$ cat src/rtl/seq_pkg.sv
// Shared definitions for the multicycle sequencer: state encoding and width.
package seq_pkg;

  localparam int STATE_W = 3;

  typedef enum logic [STATE_W-1:0] {
    IDLE = 3'd0,
    ID   = 3'd1,
    EX   = 3'd2,
    MEM  = 3'd3,
    WB   = 3'd4
  } state_e;

endpackage : seq_pkg

$ cat src/rtl/seq_timeout_ctr.sv
// MEM-wait down-counter: loaded with TMO_CYC on MEM entry, expires at zero.
// TMO_CYC = 0 disables expiry entirely.
module seq_timeout_ctr #(
  parameter int unsigned TMO_CYC = 15
) (
  input  logic clock,
  input  logic reset,
  input  logic load_i,
  input  logic en_i,
  output logic expired_o
);

  localparam int unsigned CW = (TMO_CYC > 0) ? $clog2(TMO_CYC + 1) : 1;

  logic [CW-1:0] cnt_q;

  // NOTE: state registers use non-blocking assignments so every flop samples
  // pre-edge values regardless of process ordering.
  always_ff @(posedge clock or posedge reset) begin
    if (reset) begin
      cnt_q <= '0;
    end else if (load_i) begin
      cnt_q <= CW'(TMO_CYC);
    end else if (en_i && (cnt_q != '0)) begin
      cnt_q <= cnt_q - 1'b1;
    end
  end

  assign expired_o = (TMO_CYC != 0) && (cnt_q == '0);

endmodule : seq_timeout_ctr

$ cat src/rtl/multicycle_sequencer.sv
// Multicycle control sequencer: IDLE->ID->EX->(MEM)->WB with registered strobes,
// MEM-ack stall with timeout, and a retired-instruction counter.
module multicycle_sequencer
  import seq_pkg::*;
#(
  parameter int unsigned INSTR_W  = 32,
  parameter int unsigned ALUC_W   = 4,
  parameter bit          SKIP_MEM = 1'b1,
  parameter int unsigned TMO_CYC  = 15,
  parameter int unsigned CNT_W    = 16
) (
  input  logic               clock,
  input  logic               reset,
  input  logic               instr_valid,
  output logic               instr_ready,
  input  logic [INSTR_W-1:0] instrword,
  input  logic               dec_regdst,
  input  logic               dec_alusrc,
  input  logic               dec_memtoreg,
  input  logic               dec_regwrite,
  input  logic               dec_memread,
  input  logic               dec_memwrite,
  input  logic [ALUC_W-1:0]  dec_aluctrl,
  input  logic               mem_ack,
  output logic               regdst,
  output logic               alusrc,
  output logic               memtoreg,
  output logic [ALUC_W-1:0]  aluctrl,
  output logic [INSTR_W-1:0] instr_q,
  output logic               memread_stb,
  output logic               memwrite_stb,
  output logic               regwrite_stb,
  output logic               busy,
  output logic               tmo_err,
  output logic [CNT_W-1:0]   retired
);

  state_e state_q, state_d;

  logic [INSTR_W-1:0] instr_word_q;
  logic               regdst_q, alusrc_q, memtoreg_q;
  logic               regwrite_q, memread_q, memwrite_q;
  logic [ALUC_W-1:0]  aluctrl_q;
  logic               memread_stb_q, memwrite_stb_q, regwrite_stb_q;
  logic               memread_stb_d, memwrite_stb_d, regwrite_stb_d;
  logic               tmo_err_q;
  logic [CNT_W-1:0]   retired_q;

  logic ctr_load, ctr_en, ctr_expired, tmo_set, mem_access;

  assign mem_access = memread_q | memwrite_q;

  seq_timeout_ctr #(.TMO_CYC(TMO_CYC)) u_tmo (
    .clock     (clock),
    .reset     (reset),
    .load_i    (ctr_load),
    .en_i      (ctr_en),
    .expired_o (ctr_expired)
  );

  always_ff @(posedge clock or posedge reset) begin
    if (reset) begin
      state_q <= IDLE;
    end else begin
      state_q <= state_d;
    end
  end

  // NOTE: every always_comb output gets a default first, so no path can
  // leave a signal unassigned and infer a latch.
  always_comb begin
    state_d        = state_q;
    ctr_load       = 1'b0;
    ctr_en         = 1'b0;
    tmo_set        = 1'b0;
    memread_stb_d  = 1'b0;
    memwrite_stb_d = 1'b0;
    regwrite_stb_d = 1'b0;
    unique case (state_q)
      IDLE: if (instr_valid) state_d = ID;
      ID:   state_d = EX;
      EX: begin
        if (mem_access || !SKIP_MEM) begin
          state_d        = MEM;
          ctr_load       = 1'b1;
          memread_stb_d  = memread_q;
          memwrite_stb_d = memwrite_q & ~memread_q;
        end else begin
          state_d        = WB;
          regwrite_stb_d = regwrite_q;
        end
      end
      MEM: begin
        if (!mem_access || mem_ack) begin
          state_d        = WB;
          regwrite_stb_d = regwrite_q;
        end else if (ctr_expired) begin
          state_d = IDLE;
          tmo_set = 1'b1;
        end else begin
          ctr_en = 1'b1;
        end
      end
      WB:      state_d = IDLE;
      default: state_d = IDLE;
    endcase
  end

  // NOTE: every register here, including the instruction latch, is reset so
  // outputs are defined the moment reset asserts, even mid-instruction.
  always_ff @(posedge clock or posedge reset) begin
    if (reset) begin
      instr_word_q   <= '0;
      regdst_q       <= 1'b0;
      alusrc_q       <= 1'b0;
      memtoreg_q     <= 1'b0;
      regwrite_q     <= 1'b0;
      memread_q      <= 1'b0;
      memwrite_q     <= 1'b0;
      aluctrl_q      <= '0;
      memread_stb_q  <= 1'b0;
      memwrite_stb_q <= 1'b0;
      regwrite_stb_q <= 1'b0;
      tmo_err_q      <= 1'b0;
      retired_q      <= '0;
    end else begin
      if (state_q == IDLE && instr_valid) instr_word_q <= instrword;
      // Decoder outputs are only trusted in ID; later changes are ignored.
      if (state_q == ID) begin
        regdst_q   <= dec_regdst;
        alusrc_q   <= dec_alusrc;
        memtoreg_q <= dec_memtoreg;
        regwrite_q <= dec_regwrite;
        memread_q  <= dec_memread;
        memwrite_q <= dec_memwrite;
        aluctrl_q  <= dec_aluctrl;
      end
      memread_stb_q  <= memread_stb_d;
      memwrite_stb_q <= memwrite_stb_d;
      regwrite_stb_q <= regwrite_stb_d;
      if (tmo_set) tmo_err_q <= 1'b1;
      if (state_q == WB) retired_q <= retired_q + 1'b1;
    end
  end

  assign instr_ready  = (state_q == IDLE);
  assign busy         = (state_q != IDLE);
  assign instr_q      = instr_word_q;
  assign regdst       = regdst_q;
  assign alusrc       = alusrc_q;
  assign memtoreg     = memtoreg_q;
  assign aluctrl      = aluctrl_q;
  assign memread_stb  = memread_stb_q;
  assign memwrite_stb = memwrite_stb_q;
  assign regwrite_stb = regwrite_stb_q;
  assign tmo_err      = tmo_err_q;
  assign retired      = retired_q;

endmodule : multicycle_sequencer
$ cat config.mk
export PLATFORM = sky130hd
export DESIGN_NAME = multicycle_sequencer
export DESIGN_NICKNAME = d
export VERILOG_FILES = /design/src/rtl/seq_pkg.sv /design/src/rtl/seq_timeout_ctr.sv /design/src/rtl/multicycle_sequencer.sv
export SDC_FILE = /design/constraint.sdc
export NUM_CORES = 1
export LEC_CHECK = 0
export CAP_MARGIN = 0
export CELL_PAD_IN_SITES_DETAIL_PLACEMENT = 1
export CELL_PAD_IN_SITES_GLOBAL_PLACEMENT = 1
export CORE_AREA = 2 2 104 106
export DETAILED_ROUTE_END_ITERATION = 8
export DIE_AREA = 0 0 106 108
export GPL_TIMING_DRIVEN = 1
export PLACE_DENSITY_LB_ADDON = 0.1
export SYNTH_ARGS = -nofsm -noshare
export SYNTH_HDL_FRONTEND = slang
export SYNTH_HIERARCHICAL = 1
export SYNTH_SLANG_ARGS = --single-unit
$ cat constraint.sdc
create_clock -name clock -period 2.72 [get_ports clock]
set_input_delay 0.68 -clock clock [delete_from_list [all_inputs] [get_ports clock]]
set_output_delay 0.68 -clock clock [all_outputs]
set_load 0.05 [all_outputs]
==> results of run 1 <==
stage by stage:
stage          instances  power [mW]  hold WS [ns]  instance area, µm²   util
5_1_grt              463        6.14         0.497                4430  0.433
4_1_cts              463        5.90         0.483                4430  0.433
6_report             463        5.82         0.471                4430  0.433
3_3_place_gp         447        4.89         0.464                4210  0.412
2_1_floorplan        206        3.98         0.446                3010      -
3_5_place_dp         447        4.92         0.460                4210  0.412
power by group through the flow:
stage	clock [mW]	combinational [mW]	sequential, mW
final	0.942	3.21	1.66
after global placement	0	3.22	1.66
after global routing	1.03	3.38	1.73
after detailed placement	0	3.23	1.69
after CTS	0.980	3.25	1.67
after floorplan	0	1.13	2.85
cells by family after synthesis:
kind of cell    count (synthesis)  share of synthesized area
flops                          69                      0.573
simple gates                   51                      0.105
mux                            45                      0.205
xor+xnor                       15                     0.0461
buf+inv                        15                     0.0436
compound gates                  9                     0.0195
fa+ha+maj                       2                    0.00830
synth_stat cells, drive strengths merged:
cell / instances
a211o: 2
a21oi: 3
a31oi: 1
a41o: 1
and2: 1
and3: 6
and4: 2
buf: 7
dfrtp: 69
ha: 2
inv: 8
mux2: 43
mux2i: 2
nand2: 8
nand2b: 3
nand3: 3
nand4: 4
nor2: 9
nor2b: 2
nor3: 4
nor3b: 5
nor4b: 1
o21ai: 2
or2b: 1
or3: 1
or4b: 1
xnor2: 10
xor2: 5
worst max path at each step:
stage | start | endpoint | slack, ns | cells past startpoint
after floorplan | reset | aluctrl[0] | 0.41 | 1
after global placement | mem_ack | u_tmo/cnt_q[3] | 0.30 | 5
after detailed placement | mem_ack | u_tmo/cnt_q[3] | 0.24 | 5
after CTS | state_q[2] | busy | 0.09 | 2
after global routing | state_q[2] | busy | 0.06 | 2
final | state_q[2] | busy | 0.12 | 2
critical path: cells and delay by family (launching register included):
kind / cells / cell delay (ns)
buffers and inverters: 1 / 0.71
flip-flops: 1 / 0.44
AND/OR/NAND/NOR: 1 / 0.43
layout make-up:
type / instances / area [µm²]
fill: 1064 / 5800
sequential: 69 / 1730
multi-input combinational: 122 / 1160
timing repair buffer: 112 / 1130
tap: 136 / 170
clock buffer: 9 / 124
clock inverter: 7 / 97.6
inverter: 8 / 30.0
per-layer routing:
metal / vias up / part of all wire
met5: - / 0
met4: 0 / 0.013
met3: 8 / 0.049
met2: 64 / 0.46
met1: 997 / 0.48
li1: 939 / -
registers in the layout, summed over array words and instances, names as in the netlist, 3 cells and up:
register,count
aluctrl,4
instr_q,32
retired,16
state_q,3
u_tmo/cnt_q,4
==> impl_metrics.py, run 1 <==
metrics = {
    "outcome": {
        "status": "finished clean",
    },
    "route": {
        "ant_nets": 0,
        "drc": 0,
        "drt_iter0_drc": 47,
        "wire_per_inst_um": 14.9,
        "drt-total-wl_um": 6920,
        "vias": 2008,
        "via_per_inst": 4.34,
        "firstDrtPassIters": 4,
    },
    "grt": {
        "grt_pass1_wl_um": 11600,
        "grt_use_met3": 0.0319,
        "grt_max_degree": 66,
        "busiest_layer": "met2",
        "use_met1": 0.182,
        "gr-total-overflow": 0,
        "track_usage": 0.131,
        "met2_usage": 0.195,
        "grt_pass1_vias": 2203,
        "grt_antenna_before_repair": 0,
    },
    "clock_network": {
        "clk_latency_ns": 0.34,
        "holdBufCountCts": 0,
        "cts_tree": "built",
        "post_cts_buffers": 0,
        "cts.path.max_buffers": 2,
        "clockRootBuffer": "clkbuf_8",
        "cts_sinks": 69,
        "path_clk_slew_ns": 0.07,
        "htree_levels": 3,
        "cts_resized": 0,
        "numCtsBuffers": 9,
    },
    "logic_synthesis": {
        "yosysTopAreaCell": "dfrtp_1",
        "syn_area_um2": 3010,
        "ys_seq_elements": 69,
        "yosysWarnings": 6,
        "synthTopCellsByArea": "dfrtp_1 57%, mux2_4 15%, mux2_2 4.9%",
        "postSynthCellCount": 206,
        "netlist.area_leader.share": 0.573,
        "syn_nets": 254,
        "synth-seq-area-share": 0.573,
        "synth_area_per_cell_um2": 14.6,
        "synth_cell_types": 36,
    },
    "sta": {
        "slew_headroom": 0.513,
        "setup-violations-final": 0,
        "max_freq_ghz": 0.385,
        "rsz0062_at_grt": "false",
        "worst_slack_ns": 0.123,
        "fin_skew_ns": 0.00943,
        "setup_tns_ns": 0,
        "maxSlewViolCount": 0,
        "fin_crit_ns": 2.60,
        "fin_crit_sh": 0.955,
        "hold_violations": 0,
        "worst_pin_slew_ns": 0.725,
    },
    "min_path": {
        "hold-path-endpoint": "tmo_err",
        "hp-class": "reg -> reg",
        "hold-path-cell-count": 1,
        "hold_start": "tmo_err",
    },
    "critical_path": {
        "slowest_delay_ns": 0.71,
        "critPathMaxFanout": 6,
        "startpoint_type": "flip-flop",
        "cp_slowest_cell": "clkdlybuf4s50_1",
        "critical_path_class": "reg -> out",
        "r2r_cells": 6,
        "worstSetupEndpointType": "primary output",
        "r2r_end": "u_tmo/cnt_q[3]",
        "required_ns": 2.04,
        "ff2ff_setup_slack_ns": 0.71,
        "worstPathArrival_ns": 1.92,
        "path_cells": "or3_4, clkdlybuf4s50_1",
        "r2r-start": "state_q[1]",
    },
    "die": {
        "start_util": 0.295,
        "die_w_um": 106,
        "die_y_um": 108,
        "core_area_um2": 10200,
        "row_count": 37,
        "ios": 107,
        "die-area_um2": 11400,
    },
    "power": {
        "p_clk_frac": 0.162,
        "p_int_mw": 3.28,
        "peakVddDrop_mv": 0.490,
        "leakage_nw": 1.91,
        "pwr_density_cell_nw_per_um2": 1310,
        "switching_share": 0.437,
        "comb_power_share": 0.552,
        "p_sw_mw": 2.54,
        "seqPwrFrac": 0.286,
    },
    "finish": {
        "antennaDiodeCount": 0,
        "final_common_cell": "clkdlybuf4s50_1",
        "drive_above_1_share": 0.229,
        "layout_common_cells": "105 x clkdlybuf4s50_1, 69 x dfrtp_1, 30 x mux2_4, 13 x mux2_2, 10 x xnor2_1",
        "fin_nets": 370,
        "area_delta_synth_final_pct": 47.1,
    },
    "place": {
        "dpl_worst_slack_ns": 0.240,
        "portBuffers": 106,
        "place_hpwl_um": 4810,
        "gp_congestion": 0.717,
    },
    "job": {
        "cap_violations": 0,
    },
}
(Power assumes the default switching activity.)
==> inputs of run 2 (changes only) <==
--- a/config.mk
+++ b/config.mk
@@ -9,6 +9,7 @@
 export CELL_PAD_IN_SITES_DETAIL_PLACEMENT = 1
 export CELL_PAD_IN_SITES_GLOBAL_PLACEMENT = 1
 export CORE_AREA = 2 2 104 106
+export CTS_CLUSTER_SIZE = 20
 export DETAILED_ROUTE_END_ITERATION = 8
 export DIE_AREA = 0 0 106 108
 export GPL_TIMING_DRIVEN = 1
==> results of run 2 <==
Final layout, timing and power as in run 1 (identical DEF).
==> inputs of run 3 (changes only) <==
--- a/config.mk
+++ b/config.mk
@@ -9,11 +9,13 @@
 export CELL_PAD_IN_SITES_DETAIL_PLACEMENT = 1
 export CELL_PAD_IN_SITES_GLOBAL_PLACEMENT = 1
 export CORE_AREA = 2 2 104 106
+export CTS_CLUSTER_DIAMETER = 100
 export CTS_CLUSTER_SIZE = 20
 export DETAILED_ROUTE_END_ITERATION = 8
 export DIE_AREA = 0 0 106 108
 export GPL_TIMING_DRIVEN = 1
-export PLACE_DENSITY_LB_ADDON = 0.1
+export PLACE_DENSITY_LB_ADDON = 0.25
+export SETUP_SLACK_MARGIN = 0.02
 export SYNTH_ARGS = -nofsm -noshare
 export SYNTH_HDL_FRONTEND = slang
 export SYNTH_HIERARCHICAL = 1
==> impl_metrics.py, run 3 (synthesized netlist as in run 1, its figures left out) <==
metrics = {
    "grt": {
        "track_usage": 0.124,
        "gr-total-overflow": 0,
        "grt_antenna_before_repair": 0,
        "grt_pass1_wl_um": 11000,
        "grt_pass1_vias": 2138,
        "grt_max_degree": 32,
    },
    "clock_network": {
        "cts.path.max_buffers": 2,
        "cts_resized": 0,
        "cts_sinks": 69,
        "post_cts_buffers": 0,
        "htree_levels": 3,
        "cts_tree": "built",
        "clk_latency_ns": 0.33,
        "path_clk_slew_ns": 0.08,
        "clockRootBuffer": "clkbuf_8",
        "numCtsBuffers": 9,
        "holdBufCountCts": 0,
    },
    "sta": {
        "hold_violations": 0,
        "fin_skew_ns": 0.00487,
        "maxSlewViolCount": 0,
        "fin_crit_ns": 2.60,
        "rsz0062_at_grt": "false",
        "worst_pin_slew_ns": 0.802,
        "setup_tns_ns": 0,
        "hold_ws_ns": 0.476,
        "fin_crit_sh": 0.955,
        "setup-violations-final": 0,
        "slew_headroom": 0.463,
        "max_freq_ghz": 0.385,
    },
    "place": {
        "portBuffers": 106,
        "gp_congestion": 0.754,
        "place_hpwl_um": 4830,
        "postPlaceCellArea_um2": 4220,
    },
    "finish": {
        "final_common_cell": "clkdlybuf4s50_1",
        "fin_area_um2": 4460,
        "utilization": 0.435,
        "drive_above_1_share": 0.229,
        "fin_nets": 370,
        "layout_common_cells": "105 x clkdlybuf4s50_1, 69 x dfrtp_1, 30 x mux2_4, 13 x mux2_2, 10 x xnor2_1",
        "antennaDiodeCount": 0,
        "area_delta_synth_final_pct": 47.8,
        "largest_reg_flops": 32,
        "fillers": 1068,
    },
    "die": {
        "core_area_um2": 10200,
        "die-area_um2": 11400,
        "ios": 107,
        "row_count": 37,
        "die_w_um": 106,
        "start_util": 0.295,
        "die_y_um": 108,
    },
    "critical_path": {
        "path_cells": "or3_4, clkdlybuf4s50_1",
        "critical_path_class": "reg -> out",
        "critPathMaxFanout": 6,
        "worstPathArrival_ns": 1.92,
        "worstSetupEndpointType": "primary output",
        "slowest_delay_ns": 0.71,
        "ff2ff_setup_slack_ns": 0.63,
        "required_ns": 2.04,
        "cp_slowest_cell": "clkdlybuf4s50_1",
        "startpoint_type": "flip-flop",
    },
    "route": {
        "drt-total-wl_um": 6620,
        "drc": 0,
        "wire_per_inst_um": 14.3,
        "drt_iter0_drc": 35,
        "ant_nets": 0,
        "via_per_inst": 4.45,
        "vias": 2062,
        "firstDrtPassIters": 4,
    },
    "job": {
        "cap_violations": 0,
    },
    "outcome": {
        "status": "finished clean",
    },
    "power": {
        "peakVddDrop_mv": 0.676,
        "leakage_nw": 1.92,
        "pwr_density_cell_nw_per_um2": 1320,
    },
    "min_path": {
        "hp-class": "reg -> reg",
    },
}
[run 3: changes by cell type in the layout (fill, tap and decap cells not counted)]
cell,before,now
nor3b_2,0,1
inv_6,2,0
clkinvlp_4,2,1
clkbuf_1,0,1
clkinv_4,0,1
nor3b_1,4,3
bufinv_16,2,3
[run 3: path summary, 6_finish.rpt]
path                       cells past startpoint      startpoint              to
hold / removal                                 1     retired[15]     retired[15]
setup reg to reg                               8  u_tmo/cnt_q[0]  u_tmo/cnt_q[3]
hold reg to reg                                1     retired[15]     retired[15]
max in group asynchronous                      3           reset     instr_q[28]
setup / recovery                               2      state_q[2]            busy
min in group asynchronous                      2           reset  u_tmo/cnt_q[0]
[run 3: layout make-up]
cell class / count / area (µm²) / area share
Sequential cell: 69 / 1730 / 0.388
Tap cell: 136 / 170 / 0.0382
Timing Repair Buffer: 112 / 1130 / 0.253
Clock inverter: 6 / 111 / 0.0250
Inverter: 8 / 30.0 / 0.00674
Multi-Input combinational cell: 122 / 1160 / 0.261
Clock buffer: 10 / 128 / 0.0286
[run 3: layer usage]
layer / up-vias / global-route usage / share of wire
li1: 945 / - / -
met1: 1039 / 0.174 / 0.48
met3: 10 / 0.0295 / 0.052
met5: - / 0 / 0
met2: 68 / 0.181 / 0.45
met4: 0 / 0.0564 / 0.016
[run 3: critical path, delay by kind of cell, from the launching register on]
family	cells	cell delay (ns)
buf+inv	1	0.71
flops	1	0.44
simple gates	1	0.42
[run 3: per-stage QoR]
step | setup slack (ns) | std cells | total power, mW
detailed placement | 0.272 | 447 | 4.90
global route | 0.0256 | 463 | 6.17
global placement | 0.308 | 447 | 4.87
finish | 0.124 | 463 | 5.86
CTS | 0.0804 | 463 | 5.95
floorplan | 0.414 | 206 | 3.98
[run 3: power breakdown]
group	total (mW)	switching, mW	internal (mW)
clock	1.00	0.395	0.610
combinational	3.19	1.86	1.32
sequential	1.67	0.246	1.43
